`config.mk`:
```
export PLATFORM = sky130hd
export DESIGN_NAME = fib_lookup_scheduler
export DESIGN_NICKNAME = d
export VERILOG_FILES = /design/src/rtl/fib_sched_pkg.sv /design/src/rtl/fib_id_fifo.sv /design/src/rtl/fib_lookup_scheduler.sv
export SDC_FILE = /design/constraint.sdc
export NUM_CORES = 1
export LEC_CHECK = 0
export ABC_AREA = 1
export CORE_AREA = 2 2 526 528
export CTS_CLUSTER_SIZE = 16
export DETAILED_ROUTE_END_ITERATION = 10
export DIE_AREA = 0 0 528 530
export GPL_ROUTABILITY_DRIVEN = 0
export HOLD_SLACK_MARGIN = 0.05
export PLACE_DENSITY = 0.3
export SYNTH_ARGS = -nofsm -noshare
export SYNTH_HDL_FRONTEND = slang
export SYNTH_HIERARCHICAL = 1
export SYNTH_SLANG_ARGS = --single-unit
```
`constraint.sdc`:
```
create_clock -name clk -period 17.7 [get_ports clk]
set_input_delay 2.655 -clock clk [delete_from_list [all_inputs] [get_ports clk]]
set_output_delay 2.655 -clock clk [all_outputs]
set_load 0.02 [all_outputs]
```
`src/rtl/fib_sched_pkg.sv`:
```
// Shared defaults and types for the FIB lookup scheduler.
package fib_sched_pkg;
  localparam int WORD_SIZE       = 32;
  localparam int MAX_NAME_LENGTH = 8;
  localparam int POINTER_SIZE    = 16;

  typedef logic [MAX_NAME_LENGTH-1:0][WORD_SIZE-1:0] name_t;
  typedef logic [POINTER_SIZE-1:0] ptr_t;

  // Occupancy view of the scheduler, decoded from the in-flight count.
  typedef enum logic [1:0] {
    S_IDLE,
    S_ACTIVE,
    S_FULL
  } sched_state_e;
endpackage

```
`src/rtl/fib_id_fifo.sv`:
```
// In-order FIFO of requester IDs; one entry per lookup in flight in the FIB pipeline.
module fib_id_fifo #(
  parameter int DEPTH = 8,
  parameter int IDW   = 2
) (
  input  logic                     clk,
  input  logic                     rst,
  input  logic                     push,
  input  logic [IDW-1:0]           push_id,
  input  logic                     pop,
  output logic [IDW-1:0]           head_id,
  output logic [$clog2(DEPTH):0]   count
);
  localparam int AW = $clog2(DEPTH);

  logic [IDW-1:0] mem [DEPTH];
  logic [AW:0]    wr_ptr;
  logic [AW:0]    rd_ptr;
  logic           do_push;
  logic           do_pop;

  // Pointers carry one extra bit so full and empty differ without a flag.
  assign count   = wr_ptr - rd_ptr;
  assign do_push = push && (count != (AW+1)'(DEPTH));
  assign do_pop  = pop && (count != '0);
  assign head_id = mem[rd_ptr[AW-1:0]];

  always_ff @(posedge clk or posedge rst) begin
    if (rst) begin
      wr_ptr <= '0;
      rd_ptr <= '0;
    end else begin
      if (do_push) wr_ptr <= wr_ptr + 1'b1;
      if (do_pop)  rd_ptr <= rd_ptr + 1'b1;
    end
  end

  always_ff @(posedge clk) begin
    if (do_push) mem[wr_ptr[AW-1:0]] <= push_id;
  end
endmodule

```
`src/rtl/fib_lookup_scheduler.sv`:
```
// Round-robin scheduler sharing one FIB lookup pipeline among NUM_REQ requesters.
// Optional watchdog enabled by defining FIB_TIMEOUT_EN.
module fib_lookup_scheduler
  import fib_sched_pkg::*;
#(
  parameter int NUM_REQ         = 4,
  parameter int WORD_SIZE       = fib_sched_pkg::WORD_SIZE,
  parameter int MAX_NAME_LENGTH = fib_sched_pkg::MAX_NAME_LENGTH,
  parameter int POINTER_SIZE    = fib_sched_pkg::POINTER_SIZE,
  parameter int MAX_OUTSTANDING = 8,
  parameter int TIMEOUT_CYCLES  = 64
) (
  input  logic                                          clk,
  input  logic                                          rst,
  input  logic [NUM_REQ-1:0]                            req_valid,
  output logic [NUM_REQ-1:0]                            req_ready,
  input  logic [NUM_REQ*MAX_NAME_LENGTH*WORD_SIZE-1:0]  req_name,
  input  logic                                          fib_ready,
  output logic                                          fib_issue,
  output logic [MAX_NAME_LENGTH*WORD_SIZE-1:0]          fib_name_out,
  input  logic                                          fib_result_valid,
  input  logic [POINTER_SIZE-1:0]                       fib_result,
  output logic [NUM_REQ-1:0]                            resp_valid,
  output logic [POINTER_SIZE-1:0]                       resp_ptr,
  output logic [$clog2(MAX_OUTSTANDING):0]              outstanding,
  output logic                                          orphan_err,
  output logic                                          timeout_err
);
  localparam int IDW = $clog2(NUM_REQ);
  localparam int NW  = MAX_NAME_LENGTH * WORD_SIZE;
  localparam int CW  = $clog2(MAX_OUTSTANDING) + 1;

  if (TIMEOUT_CYCLES < 1) begin : g_bad_timeout
    $error("TIMEOUT_CYCLES must be at least 1");
  end

  sched_state_e   state;
  logic [IDW-1:0] rr_ptr;
  logic [IDW-1:0] gnt_idx;
  logic [IDW-1:0] idx;
  logic [IDW-1:0] head_id;
  logic           gnt_found;
  logic           can_issue;
  logic           pop;

  always_comb begin
    state = S_ACTIVE;
    if (outstanding == '0)                        state = S_IDLE;
    else if (outstanding == CW'(MAX_OUTSTANDING)) state = S_FULL;
  end

  // Handshake: a requester's name transfers in the cycle where req_valid[i] and
  // req_ready[i] are both high; req_ready is a combinational one-hot grant that
  // depends on req_valid, so requesters must not wait on ready before asserting valid.
  assign can_issue = fib_ready && (state != S_FULL);
  assign pop       = fib_result_valid && (state != S_IDLE);

  always_comb begin
    req_ready = '0;
    gnt_found = 1'b0;
    gnt_idx   = '0;
    idx       = '0;
    if (can_issue) begin
      for (int k = 0; k < NUM_REQ; k++) begin
        idx = rr_ptr + IDW'(k);
        if (!gnt_found && req_valid[idx]) begin
          gnt_found = 1'b1;
          gnt_idx   = idx;
        end
      end
      req_ready[gnt_idx] = gnt_found;
    end
  end

  fib_id_fifo #(
    .DEPTH (MAX_OUTSTANDING),
    .IDW   (IDW)
  ) u_id_fifo (
    .clk     (clk),
    .rst     (rst),
    .push    (gnt_found),
    .push_id (gnt_idx),
    .pop     (pop),
    .head_id (head_id),
    .count   (outstanding)
  );

  always_ff @(posedge clk or posedge rst) begin
    if (rst) begin
      rr_ptr       <= '0;
      fib_issue    <= 1'b0;
      fib_name_out <= '0;
      resp_valid   <= '0;
      resp_ptr     <= '0;
      orphan_err   <= 1'b0;
    end else begin
      fib_issue <= gnt_found;
      if (gnt_found) begin
        rr_ptr       <= gnt_idx + 1'b1;
        fib_name_out <= req_name[gnt_idx*NW +: NW];
      end
      resp_valid <= pop ? ({{(NUM_REQ-1){1'b0}}, 1'b1} << head_id) : '0;
      if (pop) resp_ptr <= fib_result;
      // A same-cycle grant at empty is not yet visible to the return path.
      if (fib_result_valid && (state == S_IDLE)) orphan_err <= 1'b1;
    end
  end

`ifdef FIB_TIMEOUT_EN
  localparam int TW = $clog2(TIMEOUT_CYCLES + 1);
  logic [TW-1:0] wd_cnt;
  logic          wd_err;

  always_ff @(posedge clk or posedge rst) begin
    if (rst) begin
      wd_cnt <= '0;
      wd_err <= 1'b0;
    end else if ((state == S_IDLE) || fib_result_valid) begin
      wd_cnt <= '0;
    end else if (wd_cnt != TW'(TIMEOUT_CYCLES)) begin
      wd_cnt <= wd_cnt + 1'b1;
      if (wd_cnt + 1'b1 == TW'(TIMEOUT_CYCLES)) wd_err <= 1'b1;
    end
  end
  assign timeout_err = wd_err;
`else
  assign timeout_err = 1'b0;
`endif
endmodule
```
# Word-level counts from Yosys, hierarchy flattened
# Memories as Yosys holds them, arrays and structs flattened.
# Cells that the tools add are included.
# totals
reg_bits	288
mem_bits_rw	16
input_bits	1048
output_inout_bits	287
elab_cells	75
n_memories	1
# op_classes
n_addsub	7
n_lt_le_gt_ge	6
eq_ne	3
shifts	2
muxes	31
n_bitwise	1
n_reduce_logical	16
# memory_table
memory	words	word_bits	rd	rd_ports_with_merged_regs	write_ports	line	rtl
u_id_fifo.mem	8	2	1	0	1	fib_id_fifo.sv:16	logic [IDW-1:0] mem [DEPTH];
# ops
operator	count
1024-bit by 11-bit variable part select with 256-bit output	1
1-bit 2-to-1 mux	16
2-bit 2-to-1 mux	8
2-bit by 3-bit < comparator with 1-bit output, second input constant	5
1-bit logical AND	9
4-bit by 1-bit adder with 4-bit output, second input constant	2
1-bit binary-select mux with 2-bit select	4
4-bit 2-to-1 mux	2
2-bit by 1-bit adder with 2-bit output, second input constant	2
2-bit adder, second input constant	2
4-bit bitwise AND	1
4-bit equality test, second input constant	1
4-bit logical NOT	1
4-bit != test, second input constant	1
4-bit nonzero test	1
1-bit by 2-bit << shifter with 4-bit output, first input constant	1
4-bit subtractor	1
1-bit logical NOT	3
1-bit demux with 2-bit select	1
2-bit by 1-bit greater-or-equal comparator with 1-bit output, second input constant	1
2-bit logical NOT	1
2-bit != test, second input constant	1
2-bit nonzero test	1

# Logic depth before layout (Yosys ltp)
# Gate-level depths: netlist of the first run.
# depth
word_depth	25
mapped_depth	20
ltp_nobuf	18

# Modules after synthesis
# The synthesis of the first run kept the hierarchy.
# by_module_without_submodules
mod	instances	cells_per_inst	area_each_um2	seq_area_each_um2
fib_lookup_scheduler	1	4351	24587.3	7006.7
fib_id_fifo	1	140	1266.2	680.7

# Least setup slack after synthesis of the first run
# Ideal clock, no wire load.
# synth_path
path_type	input-to-output
from	input req_valid[1]
to	output req_ready[2]
t_arrival_ns	4.060
required_ns	15.045
slack_ns	10.985
stages	12
n_path_buf	1
path_cell_list	inv_1 -> nand2_1 -> nand3_1 -> nand2_2 -> nor2_2 -> nand2_1 -> nor2_1 -> nor2_1 -> nor2_4 -> clkbuf_1 -> nand2_1 -> inv_1
# synth_between
elab_chain_cells	22
elab_cells_between_ends	34
cone_classes	2 x order compare; 24 x mux; 1 x bitwise; 7 x reduce/logical
# synth_lines
element	line	rtl
from (decl)	fib_lookup_scheduler.sv:15	input logic [NUM_REQ-1:0] req_valid,
1-bit binary-select mux with 2-bit select	fib_lookup_scheduler.sv:66	if (!gnt_found && req_valid[idx]) begin
1-bit 2-to-1 mux (implied by the code)	fib_lookup_scheduler.sv:66	
1-bit 2-to-1 mux	fib_lookup_scheduler.sv:66	
1-bit 2-to-1 mux	fib_lookup_scheduler.sv:63	if (can_issue) begin
1-bit logical NOT	fib_lookup_scheduler.sv:66	
1-bit logical AND	fib_lookup_scheduler.sv:66	
1-bit 2-to-1 mux	fib_lookup_scheduler.sv:66	
1-bit 2-to-1 mux	fib_lookup_scheduler.sv:63	
[... 6 more ...]	--	
2-bit 2-to-1 mux	fib_lookup_scheduler.sv:66	
2-bit 2-to-1 mux	fib_lookup_scheduler.sv:63	
2-bit by 3-bit < comparator with 1-bit output (implied by the code) / 2-bit by 1-bit greater-or-equal comparator with 1-bit output (equally long branches)	fib_lookup_scheduler.sv:71	req_ready[gnt_idx] = gnt_found;
1-bit logical AND (implied by the code)	fib_lookup_scheduler.sv:71	
1-bit 2-to-1 mux (implied by the code)	fib_lookup_scheduler.sv:71	
1-bit demux with 2-bit select	fib_lookup_scheduler.sv:71	
4-bit bitwise AND (no source line) (*)	--	
4-bit 2-to-1 mux (*)	fib_lookup_scheduler.sv:63	
to (decl)	fib_lookup_scheduler.sv:16	output logic [NUM_REQ-1:0] req_ready,
# Every way passes the cells marked *; elsewhere a longest branch is shown, timed or not. The select of a mux whose other input is x is not followed.

# Final worst setup path of the first run
# layout_path
from	input req_valid[2]
to	output req_ready[1]
# Same word-level chain as after synthesis.

==> summary.txt, run 1 <==
Floorplan
  • # IOs: roughly 1.3k
  • Core ar.: between 200000 and 300000 um2
  • Chip height: ~530 um
  • FP Rows: between 150 and 200
  • Initial core utilization: approximately a tenth
  • Die W: 528 um
  • Die area: around 280000 um2

Power
  • P_sw: approximately 5 mW
  • Sequential Power Share: 15.4%
  • Leakage: around 22 nW
  • PwrDens: around 190 nW/um2
  • Internal power: about 3.5 mW
  • Switching Share: 58.25%
  • Worst VDD drop: approximately 0.14 mV
  • Gate power share: roughly 70%
  • Clk pwr share: roughly an eighth

Route
  • First DRT Iteration DRCs: 1870
  • Vias: approximately 34k
  • Detailed-route wire length per cell: about 23 um
  • TritonRoute pass-1 iters: 5
  • ANT nets after route: 0
  • Avg Vias per Cell: approximately 3.6
  • DR DRC count: 0
  • Total wire length: ~210000 um

Synth
  • Net Count, Synth: ~5.5k
  • Synth area leaders: dfrtp_1 (28%), nand2_1 (24%), inv_1 (15%), nand4_1 (12%), nand3_1 (10%)
  • Commonest register cell after synthesis: dfrtp_1
  • Post-synthesis sequential area ratio: 29.73%
  • Synth cell types: 34
  • Post-synthesis cell count: between 4k and 5k
  • Top-count cell post-synth: nand2_1
  • Synth area leader: dfrtp_1
  • Synth Area per Inst: 5.757 um2
  • Synth cell count leaders: nand2_1 (1671), inv_1 (1050), nand3_1 (530)
  • YS warnings: 6
  • Register bit total from synthesis: 304
  • Ys async rst share: 94.74%
  • EDFF count, synth: 16
  • Mapped cell area: ~26000 um2
  • Area share of the largest cell type after synthesis: ~28%

Critical path
  • CP Launch Type: primary input
  • Crit-path cells: clkdlybuf4s50_1, inv_1, nand2_1, nand2_1, nand2_1, nand2_1, a21oi_1, nand2_8, nand3_4, inv_1, nand2_1, inv_1, clkdlybuf4s50_1
  • Critical path arrival: 6130 ps
  • Worst path slowest cell: nand3_4
  • Max FO, Critical Path: about 100
  • Max incr delay on CP: ~600 ps
  • WP buf/inv: 5
  • CP startpoint: req_valid[2]
  • FF-to-FF setup slack: between 10000 and 15000 ps
  • Reg2reg start: u_id_fifo/rd_ptr[0]
  • Crit path capture type: output pin
  • Crit path top cell by count: nand2_1
  • Critical path's top delay family: simple AND/OR/NAND/NOR gates
  • CP required: roughly 15000 ps
  • CP Class: in2out

Final layout
  • Share of layout cells above drive strength 1: 2.806%
  • Fin util: between 10% and 20%
  • NumNets Final: about 6.6k
  • Area growth syn-to-layout: 71.95%

Timing
  • Worst-Margin Slew: about 1000 ps
  • Period utilization: between 40% and 50%
  • Endpoints failing setup: 0
  • RSZ-0062 raised after global routing: no
  • Worst Skew: 18.87 ps
  • Final min period: roughly 8800 ps
  • Max_slew headroom: roughly 33%
  • Setup TNS Final: 0 ps
  • Hold Vio Cnt, Final: 0
  • Final Slew Violations: 0
  • Fmax: 113.8 MHz

Status
  • Run status: complete, no violations

GRT
  • Antenna violations before repair: ~100
  • Gr usage total: roughly 15%
  • Largest net degree at the start of global routing: between 100 and 150
  • First-pass GRT wire length: around 290000 um
  • Number of global-route vias before repair: 34.66k
  • GRT overflow: 0

CTS
  • PostCTS Resize Cnt: 0
  • Clock latency on the worst-skew pair: ~670 ps
  • Reg clk slew, reported paths: 60 ps
  • CTS Buf Count: 51
  • H-tree depth: 2
  • Cts hold-fix bufs: 0
  • Clock tree sinks: 304
  • CTS Buffer Depth: 3
  • CTS root buf: clkbuf_16
  • CTS tree: done
  • Setup Buffers After CTS: 0

Min path
  • Hold Startpoint: orphan_err
  • Hold crit path type: reg2reg

Job
  • Max-cap violations: 0

Place
  • DP Wirelength: 168900 um
  • PortBufs: 1333
==> worst register-to-register path, cell delays in order, from the launching register on <==
cell	delay [ps]
dfrtp_1	590
ha_1	220
inv_1	60
fa_1	370
nand2_1	80
inv_1	40
nor2_1	190
nor3_1	120
nand2_1	120
nand2_1	190
inv_8	570
nand2_8	480
inv_8	560
buf_4	570
buf_4	570
buf_4	810
nand2_1	340
nand2_1	110
==> state kept, by name, indices dropped and copies added (netlist names) <==
| register | count |
|---|---|
| fib_name_out | 256 |
| resp_ptr | 16 |
| u_id_fifo/mem | 16 |
| resp_valid | 4 |
| u_id_fifo/rd_ptr | 4 |
| u_id_fifo/wr_ptr | 4 |
| rr_ptr | 2 |
| fib_issue | 1 |
| orphan_err | 1 |
==> placed cells by master (no fill, tap or decap), drive strengths merged <==
master / n
clkdlybuf4s50: 1333
a31o: 1
nor2: 28
clkinvlp: 2
o21ai: 10
ha: 5
edfxtp: 16
nor3: 5
xor2: 3
nand3: 534
buf: 57
conb: 1
fa: 1
o22ai: 4
nand2: 1678
clkbuf: 74
a21oi: 2
bufinv: 5
nand4: 513
clkinv: 12
or2: 2
o211ai: 1
diode: 30
dfrtp: 288
nand3b: 1
inv: 1054
==> worst paths after layout <==
check / endpoint / depth (start not counted)
setup / recovery: req_ready[1] / 13
hold / removal: orphan_err / 1
setup reg to reg: fib_name_out[147] / 17
hold reg to reg: orphan_err / 1
max in group asynchronous: fib_name_out[165] / 5
min in group asynchronous: fib_name_out[26] / 2
==> per-layer routing <==
layer	up-vias	global-route usage, %	part of all wire [%]
li1	16040	-	-
met1	16060	17.60	41
met2	1292	25.20	48
met3	274	4.929	8.4
met4	90	3.312	2.4
met5	-	0	0.27
==> cell type report <==
class	instances	area (um2)
repair buffers	1390	13810
flip-flops and latches	304	7687
well taps	3607	4513
clock buffers	74	1484
inverters	1054	3979
diodes	30	75.07
multi-input cells	2789	12670
clock inverters	19	236.5
fillers	31980	230400
==> logic make-up after synthesis <==
family	Yosys count	synth area share, %
xor+xnor	3	0.1016
other cells	1	0.01450
flops	304	29.73
compound gates	18	0.3920
buf+inv	1398	21.42
simple gates	2761	48.01
fa+ha+maj	6	0.3194
==> power groups by stage <==
stage | registers (mW) | logic, mW | clock network (mW)
finish | 1.30 | 6.08 | 1.09
floorplan | 1.64 | 3.11 | 0
CTS | 1.31 | 6.27 | 1.16
detailed placement | 1.32 | 6.25 | 0
global placement | 1.31 | 6.26 | 0
global route | 1.35 | 6.70 | 1.17
==> metrics by stage <==
| step | cell area [um2] | power [mW] | setup WS [ps] | std cells | hold WS, ps |
|---|---|---|---|---|---|
| global route | 44400 | 9.220 | 8660 | 9244 | 481.9 |
| finish | 44460 | 8.473 | 8912 | 9267 | 469.7 |
| detailed placement | 42660 | 7.568 | 8903 | 9144 | 462.1 |
| CTS | 44380 | 8.739 | 8890 | 9237 | 476.1 |
| floorplan | 25850 | 4.750 | 7323 | 4491 | 484.1 |
| global placement | 42660 | 7.565 | 8860 | 9144 | 460.7 |
Note: power is estimated with default switching activity, not from simulation.
==> inputs of run 2 (changes only) <==
--- a/config.mk
+++ b/config.mk
@@ -6,10 +6,10 @@
 export NUM_CORES = 1
 export LEC_CHECK = 0
 export ABC_AREA = 1
-export CORE_AREA = 2 2 526 528
+export CORE_AREA = 2 2 514 516
 export CTS_CLUSTER_SIZE = 16
 export DETAILED_ROUTE_END_ITERATION = 10
-export DIE_AREA = 0 0 528 530
+export DIE_AREA = 0 0 516 518
 export GPL_ROUTABILITY_DRIVEN = 0
 export HOLD_SLACK_MARGIN = 0.05
 export PLACE_DENSITY = 0.3
==> constraint.sdc (replaced) <==
create_clock -name clk -period 8.16 [get_ports clk]
set_input_delay 1.224 -clock clk [delete_from_list [all_inputs] [get_ports clk]]
set_output_delay 1.224 -clock clk [all_outputs]
set_load 0.02 [all_outputs]
==> run 2 against run 1 <==
Compared with the run above: first-iteration DRC count is 2.1% lower; critical path depth grew 2; utilization grew 0.79 points; critical endpoint unchanged; highest routed layer unchanged; clock power increased by 110%; hold slack improved by 7.6 ps; die area fell by 4.5%; largest cell class unchanged; wire length decreased by 0.78%; clock skew shrank 2.7 ps; combinational power is 120% higher; sequential power increased by 120%.
==> summary.txt, run 2 (synthesized netlist as in run 1, its figures left out) <==
Status
  • Run status: complete, no violations

Floorplan
  • FP Rows: 188
  • Chip height: 518 um
  • Initial core utilization: under 10%
  • Die W: 516 um
  • # IOs: about 1.3k
  • Die area: roughly 270000 um2
  • Core ar.: around 260000 um2

Final layout
  • Share of layout cells above drive strength 1: about 2.6%
  • Largest register by flop count: fib_name_out
  • Most common cell after layout, fill and taps aside: nand2_1
  • Max FFs per register: 256
  • Area growth syn-to-layout: 71.66%
  • Finished Layout Cells: slightly above 9k
  • NumNets Final: around 6.6k
  • Fin area: between 40000 and 50000 um2
  • Most frequent cells in the layout: nand2_1 (1669), clkdlybuf4s50_1 (1333), inv_1 (1048)
  • Fin util: between 10% and 20%

Timing
  • Setup TNS Final: 0 ps
  • Hold Vio Cnt, Final: 0
  • Endpoints failing setup: 0
  • Fmax: 159.6 MHz
  • Fin Hold WS: 477.3 ps
  • Worst Skew: 16.19 ps
  • Final Worst Setup Slack: around 1900 ps
  • Final min period: ~6300 ps
  • Worst-Margin Slew: 1159 ps
  • RSZ-0062 raised after global routing: no
  • Max_slew headroom: a little under a quarter
  • Period utilization: 76.77%
  • Final Slew Violations: 0

Min path
  • Cells on Worst Hold Path: 2
  • Hold Path End: fib_name_out[29]
  • Hold crit path type: reg2reg
  • Hold Startpoint: fib_name_out[29]

Critical path
  • CP Launch Type: flip-flop
  • Crit path capture type: output pin
  • Max FO, Critical Path: between 70 and 80
  • Reg2reg start: u_id_fifo/rd_ptr[0]
  • CP Class: reg2out
  • FF-to-FF setup slack: 2900 ps
  • Reg2Reg Capture Point: fib_name_out[151]
  • CP required: between 6000 and 7000 ps
  • Critical path arrival: ~5000 ps
  • R2r worst-path depth: 18

GRT
  • Number of global-route vias before repair: around 35k
  • Antenna violations before repair: 96
  • GRT overflow: 0
  • First-pass GRT wire length: 290600 um
  • Largest net degree at the start of global routing: between 150 and 200
  • Gr usage total: between 10% and 20%

CTS
  • Reg clk slew, reported paths: 60 ps
  • CTS root buf: clkbuf_16
  • CTS Buf Count: a little over 50
  • Clock latency on the worst-skew pair: about 670 ps
  • CTS tree: done
  • Clock tree sinks: 304
  • PostCTS Resize Cnt: 0
  • H-tree depth: 2
  • CTS Buffer Depth: 3
  • Cts hold-fix bufs: 0
  • Setup Buffers After CTS: 0

Job
  • Max-cap violations: 0

Place
  • DP Wirelength: roughly 160000 um
  • Place WS: 1992 ps
  • Cells after DPL: roughly 9k
  • PortBufs: about 1.3k
  • Post-DP Area: 42630 um2

Power
  • Worst VDD drop: 0.3371 mV
  • Leakage: about 22 nW
  • PwrDens: roughly 420 nW/um2
  • Tot Pwr: around 18 mW

Route
  • DR DRC count: 0
  • Detailed-route wire length per cell: between 20 and 25 um
  • ANT nets after route: 0
  • TritonRoute pass-1 iters: 5
  • First DRT Iteration DRCs: approximately 1.8k
  • Total wire length: 212900 um
  • Vias: 33.81k
  • Avg Vias per Cell: 3.690
run 2: changes by cell type in the layout (fill, tap and decap cells not counted):
| cell | before | now |
|---|---|---|
| buf_12 | 3 | 17 |
| buf_4 | 54 | 28 |
| bufinv_16 | 5 | 3 |
| clkbuf_1 | 12 | 18 |
| clkbuf_16 | 52 | 51 |
| clkbuf_8 | 10 | 14 |
| clkinv_1 | 4 | 1 |
| clkinv_2 | 7 | 5 |
| clkinv_8 | 1 | 0 |
| diode_2 | 30 | 27 |
| inv_6 | 1 | 3 |
| inv_8 | 3 | 2 |
run 2: worst max-delay path by stage:
stage,depth (start not counted),end,slack [ps],startpoint
after floorplan,1,fib_issue,3230,rst
after global placement,13,req_ready[1],2000,req_valid[1]
after detailed placement,13,req_ready[1],1990,req_valid[1]
after CTS,15,req_ready[1],1690,u_id_fifo/rd_ptr[0]
after global routing,15,req_ready[1],1430,u_id_fifo/rd_ptr[0]
final,15,req_ready[1],1900,u_id_fifo/rd_ptr[0]
run 2: routing by layer:
metal | share of wire [%] | GRT usage [%]
met1 | 42 | 18.67
met2 | 47 | 25.84
met3 | 8.4 | 4.765
met4 | 2.4 | 3.474
met5 | 0.21 | 0
run 2: critical path, cell delays in order (launching register included):
cell             delay [ps]
dfrtp_1                 580
ha_1                    220
inv_1                    60
fa_1                    370
nand2_1                  80
inv_1                    30
nor2_1                  200
nor3_1                  120
nand2_1                  80
nand2_1                 200
inv_8                   410
nand3_4                 560
inv_1                   440
nand2_1                 160
inv_1                    90
clkdlybuf4s50_1         610
run 2: power by group:
| part | switching, mW | internal, mW |
|---|---|---|
| combinational | 9.28 | 4.02 |
| sequential | 0.501 | 2.32 |
| clock | 0.967 | 1.37 |
run 2: final cells by class:
| cell class | instances | area (um2) |
|---|---|---|
| fill | 30520 | 217200 |
| timing repair buffer | 1378 | 13890 |
| multi-input combinational | 2789 | 12670 |
| sequential | 304 | 7687 |
| tap | 3515 | 4398 |
| inverter | 1054 | 3975 |
| clock buffer | 83 | 1536 |
| clock inverter | 12 | 148.9 |
| antenna | 27 | 67.56 |
